File: config.mk
export PLATFORM = sky130hd
export DESIGN_NAME = neuron_scheduler
export DESIGN_NICKNAME = d
export VERILOG_FILES = /design/src/rtl/neuron_sched_pkg.sv /design/src/rtl/neuron_scheduler.sv
export SDC_FILE = /design/constraint.sdc
export NUM_CORES = 1
export LEC_CHECK = 0
export BUFFER_PORTS_ARGS = -buffer_cell sky130_fd_sc_hd__buf_2
export CAP_MARGIN = 20
export CORE_ASPECT_RATIO = 0.8
export CORE_UTILIZATION = 45
export DETAILED_ROUTE_END_ITERATION = 12
export GPL_TIMING_DRIVEN = 0
export PLACE_DENSITY = 0.81
export SLEW_MARGIN = 20
export SYNTH_ARGS = -nofsm -noshare
export SYNTH_HDL_FRONTEND = slang
export SYNTH_SLANG_ARGS = --single-unit
File: constraint.sdc
create_clock -name clk -period 3.9 [get_ports clk]
set_clock_uncertainty 0.15 [all_clocks]
set_input_delay 0.39 -clock clk [delete_from_list [all_inputs] [get_ports clk]]
set_output_delay 0.39 -clock clk [all_outputs]
set_load 0.03 [all_outputs]
File: src/rtl/neuron_sched_pkg.sv
// Shared constants and state encoding for the neuron tick scheduler.
// Integer widths and the legacy-compatible FSM encoding live here so that datapath and scheduler agree.
package neuron_sched_pkg;

  localparam int NUM_NEURONS_DEFAULT = 256;
  localparam int NUM_AXONS_DEFAULT   = 256;
  localparam int POT_W               = 9;
  localparam int WT_SEL_W            = 2;

  typedef logic [1:0] state_t;

  localparam state_t S_IDLE      = 2'd0;
  localparam state_t S_LOAD      = 2'd1;
  localparam state_t S_INTEGRATE = 2'd2;
  localparam state_t S_COMMIT    = 2'd3;

  // Index width that stays at least one bit wide for degenerate single-entry configurations.
  function automatic int idx_w(input int n);
    return (n > 1) ? $clog2(n) : 1;
  endfunction

endpackage

File: src/rtl/neuron_scheduler.sv
// Tick scheduler that walks every neuron through LOAD, INTEGRATE over all axons, and COMMIT
// on a single shared neuron datapath, with a valid/ready handshake for outgoing spike events.
module neuron_scheduler
  import neuron_sched_pkg::*;
#(
  parameter int NUM_NEURONS = NUM_NEURONS_DEFAULT,
  parameter int NUM_AXONS   = NUM_AXONS_DEFAULT,
  localparam int NIDX_W     = idx_w(NUM_NEURONS),
  localparam int AIDX_W     = idx_w(NUM_AXONS)
) (
  input  logic                       clk,
  input  logic                       reset_n,
  input  logic                       start,
  output logic                       busy,
  output logic                       done,
  output logic [NIDX_W-1:0]          neuron_idx,
  output logic [AIDX_W-1:0]          axon_idx,
  input  logic                       axon_spike,
  input  logic [WT_SEL_W-1:0]        axon_type,
  input  logic                       synapse_conn,
  output logic                       new_neuron,
  output logic                       reg_en,
  output logic                       process_spike,
  output logic [WT_SEL_W-1:0]        neuron_instruction,
  input  logic                       dp_spike,
  input  logic signed [POT_W-1:0]    dp_potential,
  output logic                       pot_we,
  output logic signed [POT_W-1:0]    pot_wdata,
  output logic                       spike_valid,
  input  logic                       spike_ready,
  output logic [NIDX_W-1:0]          spike_neuron
);

  localparam logic [NIDX_W-1:0] LAST_NEURON = NIDX_W'(NUM_NEURONS - 1);
  localparam logic [AIDX_W-1:0] LAST_AXON   = AIDX_W'(NUM_AXONS - 1);

  state_t              state_q, state_d;
  logic [NIDX_W-1:0]   neuron_idx_q, neuron_idx_d;
  logic [AIDX_W-1:0]   axon_idx_q, axon_idx_d;
  logic                done_q, done_d;
  logic                in_integrate;
  logic                in_commit;
  logic                committed;

  assign in_integrate = (state_q == S_INTEGRATE);
  assign in_commit    = (state_q == S_COMMIT);

  // A neuron without a spike commits at once; a spiking one waits for the consumer.
  assign committed    = in_commit && (!dp_spike || spike_ready);

  always_comb begin
    // NOTE: every variable gets a default first, so no path through the case infers a latch.
    state_d      = state_q;
    neuron_idx_d = neuron_idx_q;
    axon_idx_d   = axon_idx_q;
    done_d       = 1'b0;
    case (state_q)
      S_IDLE: begin
        if (start) state_d = S_LOAD;
      end
      S_LOAD: begin
        state_d = S_INTEGRATE;
      end
      S_INTEGRATE: begin
        if (axon_idx_q == LAST_AXON) begin
          state_d    = S_COMMIT;
          axon_idx_d = '0;
        end else begin
          axon_idx_d = axon_idx_q + AIDX_W'(1);
        end
      end
      S_COMMIT: begin
        if (committed) begin
          if (neuron_idx_q == LAST_NEURON) begin
            state_d      = S_IDLE;
            neuron_idx_d = '0;
            done_d       = 1'b1;
          end else begin
            state_d      = S_LOAD;
            neuron_idx_d = neuron_idx_q + NIDX_W'(1);
          end
        end
      end
      default: state_d = S_IDLE;
    endcase
  end

  always_ff @(posedge clk or negedge reset_n) begin
    if (!reset_n) begin
      state_q      <= S_IDLE;
      neuron_idx_q <= '0;
      axon_idx_q   <= '0;
      done_q       <= 1'b0;
    end else begin
      // NOTE: non-blocking assignments so every register samples the pre-edge values.
      state_q      <= state_d;
      neuron_idx_q <= neuron_idx_d;
      axon_idx_q   <= axon_idx_d;
      done_q       <= done_d;
    end
  end

  assign busy               = (state_q != S_IDLE);
  assign done               = done_q;
  assign neuron_idx         = neuron_idx_q;
  assign axon_idx           = axon_idx_q;
  assign new_neuron         = (state_q == S_LOAD);
  assign reg_en             = in_integrate;
  assign process_spike      = in_integrate && axon_spike && synapse_conn;
  assign neuron_instruction = in_integrate ? axon_type : '0;
  assign spike_valid        = in_commit && dp_spike;
  assign spike_neuron       = neuron_idx_q;
  assign pot_we             = committed;
  assign pot_wdata          = dp_potential;

endmodule

Word level (Yosys, flattened, before mapping)
Cells that the tools add are included.

Reductions and logical operators: 10. Multiplexer cells: 11. Equality and inequality tests: 8. $add $sub $neg: 2.

Operators by type and width (count): 8-bit by 1-bit adder with 8-bit output, second input constant (2); 8-bit == test, second input constant (2); 8-bit two-way mux (2); 2-bit two-way mux (4); 2-bit case mux with 4 select lines (1); 2-bit == test, second input constant (2); 1-bit logical AND (4); 1-bit two-way mux (4); 2-bit inequality test, second input constant (2); 3-bit AND reduction (1); 2-bit by 1-bit == test with 1-bit output, second input constant (1); 2-bit logical NOT (1); 2-bit by 1-bit inequality test with 1-bit output, second input constant (1); 2-bit AND reduction (1); 2-bit nonzero test (1); 1-bit logical NOT (1); 1-bit logical OR (1).

Logic and storage cells: 35. Register bits: 19. Input bits: 18. Output and inout port bits: 42.

Depth between registers and ports, before layout
Depth in word-level cells: 5. Mapped depth: 7.

Least setup slack after synthesis
Ideal clock, no wire load.

Path kind: register -> output. Start point: register state_q[0]. End point: output port process_spike. Cell stages (with the launch flop): 5. Buffers on the path: 1. Data required time: 3.360 ns. Arrival: 1.439 ns. Slack: 1.921 ns. Cells stage by stage: dfrtp_1 inv_1 ha_1 buf_2 and3_1.

Cells in the longest elaborated chain, start to end: 3.

Ends and longest elaborated chain: from (decl) (line neuron_scheduler.sv:37) `state_t state_q, state_d;`; from (signal assigned) (line neuron_scheduler.sv:96) `state_q <= state_d;`; 2-bit == test (line neuron_scheduler.sv:45) `assign in_integrate = (state_q == S_INTEGRATE);`; net reg_en (line neuron_scheduler.sv:22) `output logic reg_en,`; 1-bit logical AND (2 in series) (line neuron_scheduler.sv:109) `assign process_spike = in_integrate && axon_spike && synapse_conn;`; to (decl) (line neuron_scheduler.sv:23) `output logic process_spike,`.

The timed path passes the listed nets, and every way through them passes these cells.

Worst setup path after layout
Start point: register state_q[0]. End point: output port process_spike.

Cells in the longest elaborated chain, start to end: 3.

Ends and longest elaborated chain (line): 2-bit == test (neuron_scheduler.sv:45); 1-bit logical AND (2 in series) (neuron_scheduler.sv:109).

No other way between the ends.

==> impl_metrics.ini <==
[clock_network]
cts_max_level = 1
cts_resized = 0
cts.clk_slew.worst_paths_ps = 100
post_cts_buffers = 0
cts_root_buf = clkbuf_4
cts_sinks = 19
cts_buffers = 3
cts_tree = yes
clock_path_buffers = 2
clock_latency_ps = 310

[die]
boundaryPins = 60
core_area_um2 = 2270
dieArea_um2 = 2730
rows = 15
die_h_um = 46.9
chipWidth_um = 58.1
start_util_pct = 50.0

[power_and_ir_drop]
ir_worst_vdd_mv = 0.335
leakagePower_nw = 0.802
power.density_nw_per_um2 = 744

[timing]
tightest_slew_ps = 422
timing.fmax_ghz = 0.460
setup_ws_ps = 1730
rsz0062_at_grt = false
slew_headroom_pct = 71.8
hold_viol_final = 0
setup_viol = 0
min_period_ps = 2170
timing_max_transition_violations_final = 0
final.period_utilization_pct = 55.7
fin_tns_setup_ps = 0

[placement]
dp_hpwl_um = 1810
gp_congestion = 0.811
io_buffer_count = 50
place_ws_ps = 2060

[grt]
grt_pass1_vias = 794
grt_antenna_before_repair = 0
top_usage_layer = met2
grt-ovfl-total = 0
met3_usage_pct = 4.96
grt_use_met1_pct = 23.4
grt_pass1_wl_um = 3480
grtUsageMet2_pct = 27.6
grt.total_usage_pct = 17.6
grt_max_degree = 20

[yosys]
synth.distinct_cells = 31
synthesis.nets = 140
synth_edf_count = 0
synth_area_um2 = 1130
netlist_instances = 115
yosys_warnings = 0
dominantRegCellSynth = dfrtp_1
synth_async_sr_flop_share_pct = 100
seq_area_frac_synth_pct = 41.9
synth-seq-cells = 19
avgSynthCellArea_um2 = 9.87

[critical_path]
crit_arrival_ps = 1630
cp-end-kind = output port
startpoint_type = flop
r2r-end = state_q[0]$_DFFE_PN0P_
slowest_stage = dfrtp_1
cp_max_fo = 10
r2r_start = axon_idx[0]$_DFFE_PN0P_
crit_chain = inv_1, ha_1, buf_2, and3_1, buf_2
critPathLaunch = state_q[0]$_DFFE_PN0P_
rr_worst_depth = 5
endpoint = process_spike
slowest_delay_ps = 420
crit_path_frequent_cell = buf_2
r2r_setup_slack_ps = 2070
critical_path_class = reg2out
required_ps = 3360

[detailed_routing]
dr.first_iter.drc_count = 30
drc_errors = 0
postRouteAntennaNets = 0
wl_um = 2320
drt_pass1_iterations = 4
num_vias = 1025
routed_via_density = 5.02
wl_per_cell_um = 11.4

[cells_and_area]
layout_common_cells = buf_2 (51), dfrtp_1 (19), buf_4 (17)
fin_util_pct = 64.5
syn_to_final_growth_pct = 29.1
num_antenna_cells = 0
fin_nets = 196
final_common_cell = buf_2
drive_above_1_share_pct = 45.3

[status]
status = finished clean

[flow_run]
max_cap_viol_count = 0

[min_path]
hold_class = in2reg
worst min path at each step:
stage	from	to	slack (ps)	depth (start not counted)
finish	start	state_q[0]$_DFFE_PN0P_	350	3
global route	start	state_q[0]$_DFFE_PN0P_	350	3
CTS	start	state_q[0]$_DFFE_PN0P_	340	3
detailed placement	reset_n	neuron_idx[6]$_DFFE_PN0P_	200	1
global placement	reset_n	neuron_idx[4]$_DFFE_PN0P_	200	1
floorplan	reset_n	axon_idx[0]$_DFFE_PN0P_	-60	0
cell usage after synthesis (2+ instances only):
cell type,n,area [um^2]
dfrtp_1,19,475
buf_4,17,128
nand2_1,9,33.8
ha_1,7,87.6
nand4_1,6,37.5
xnor2_1,6,52.6
inv_1,5,18.8
nand3_1,5,25.0
a21oi_1,4,20.0
and2_1,4,25.0
nor2_1,4,15.0
and3_1,3,18.8
and4_1,3,26.3
o21ai_0,3,15.0
o31ai_1,3,22.5
xor2_1,2,17.5
kinds of logic after synthesis:
logic type | count (synthesis) | share of synthesized area, %
buffers and inverters | 24 | 13.7
DFF | 19 | 41.9
AOI/OAI and AO/OA | 19 | 11.5
xor gates and xnor gates | 8 | 6.17
adders and majority gates | 7 | 7.72
muxes | 2 | 1.87
and+or+nand+nor | 36 | 17.2
registers in the layout, summed over array words and instances (netlist names):
name	cells
done	1
state_q	2
axon_idx	8
neuron_idx	8
where the power goes:
part           switching (mW)  internal [mW]
clock network          0.0635         0.0383
logic                   0.410          0.226
registers              0.0936          0.259
critical path: cells and delay by family, from the launching register on:
family	cells	cell delay [ps]
buffers and inverters	3	550
adders and majority gates	1	200
DFF	1	420
and+or+nand+nor	1	160
timing repair:
item	CTS	global route
endpoints found under the setup margin	0	0
endpoints found under the hold margin	19	0
hold buffers	1	0
metrics by stage:
step / hold WS [ps] / instance area (um^2) / power [mW] / instances
2_1_floorplan: -55.6 / 1130 / 0.820 / 115
3_3_place_gp: 198 / 1430 / 0.969 / 199
3_5_place_dp: 200 / 1430 / 0.992 / 199
4_1_cts: 343 / 1470 / 1.09 / 204
5_1_grt: 354 / 1470 / 1.16 / 204
6_report: 354 / 1470 / 1.09 / 204
routing by layer:
layer | share of wire, % | wire, um
met4 | 1.4 | 33
met5 | 0 | 0
met2 | 45 | 1050
met3 | 7.9 | 183
met1 | 46 | 1060
area by class of cell:
| class | count | area (um^2) |
|---|---|---|
| Multi-Input combinational cell | 72 | 504 |
| Fill cell | 203 | 806 |
| Buffer | 18 | 133 |
| Clock buffer | 3 | 22.5 |
| Clock inverter | 1 | 5.00 |
| Tap cell | 34 | 42.5 |
| Timing Repair Buffer | 51 | 260 |
| Inverter | 6 | 22.5 |
| Sequential cell | 19 | 475 |
Power figures use the tool's default switching activity.
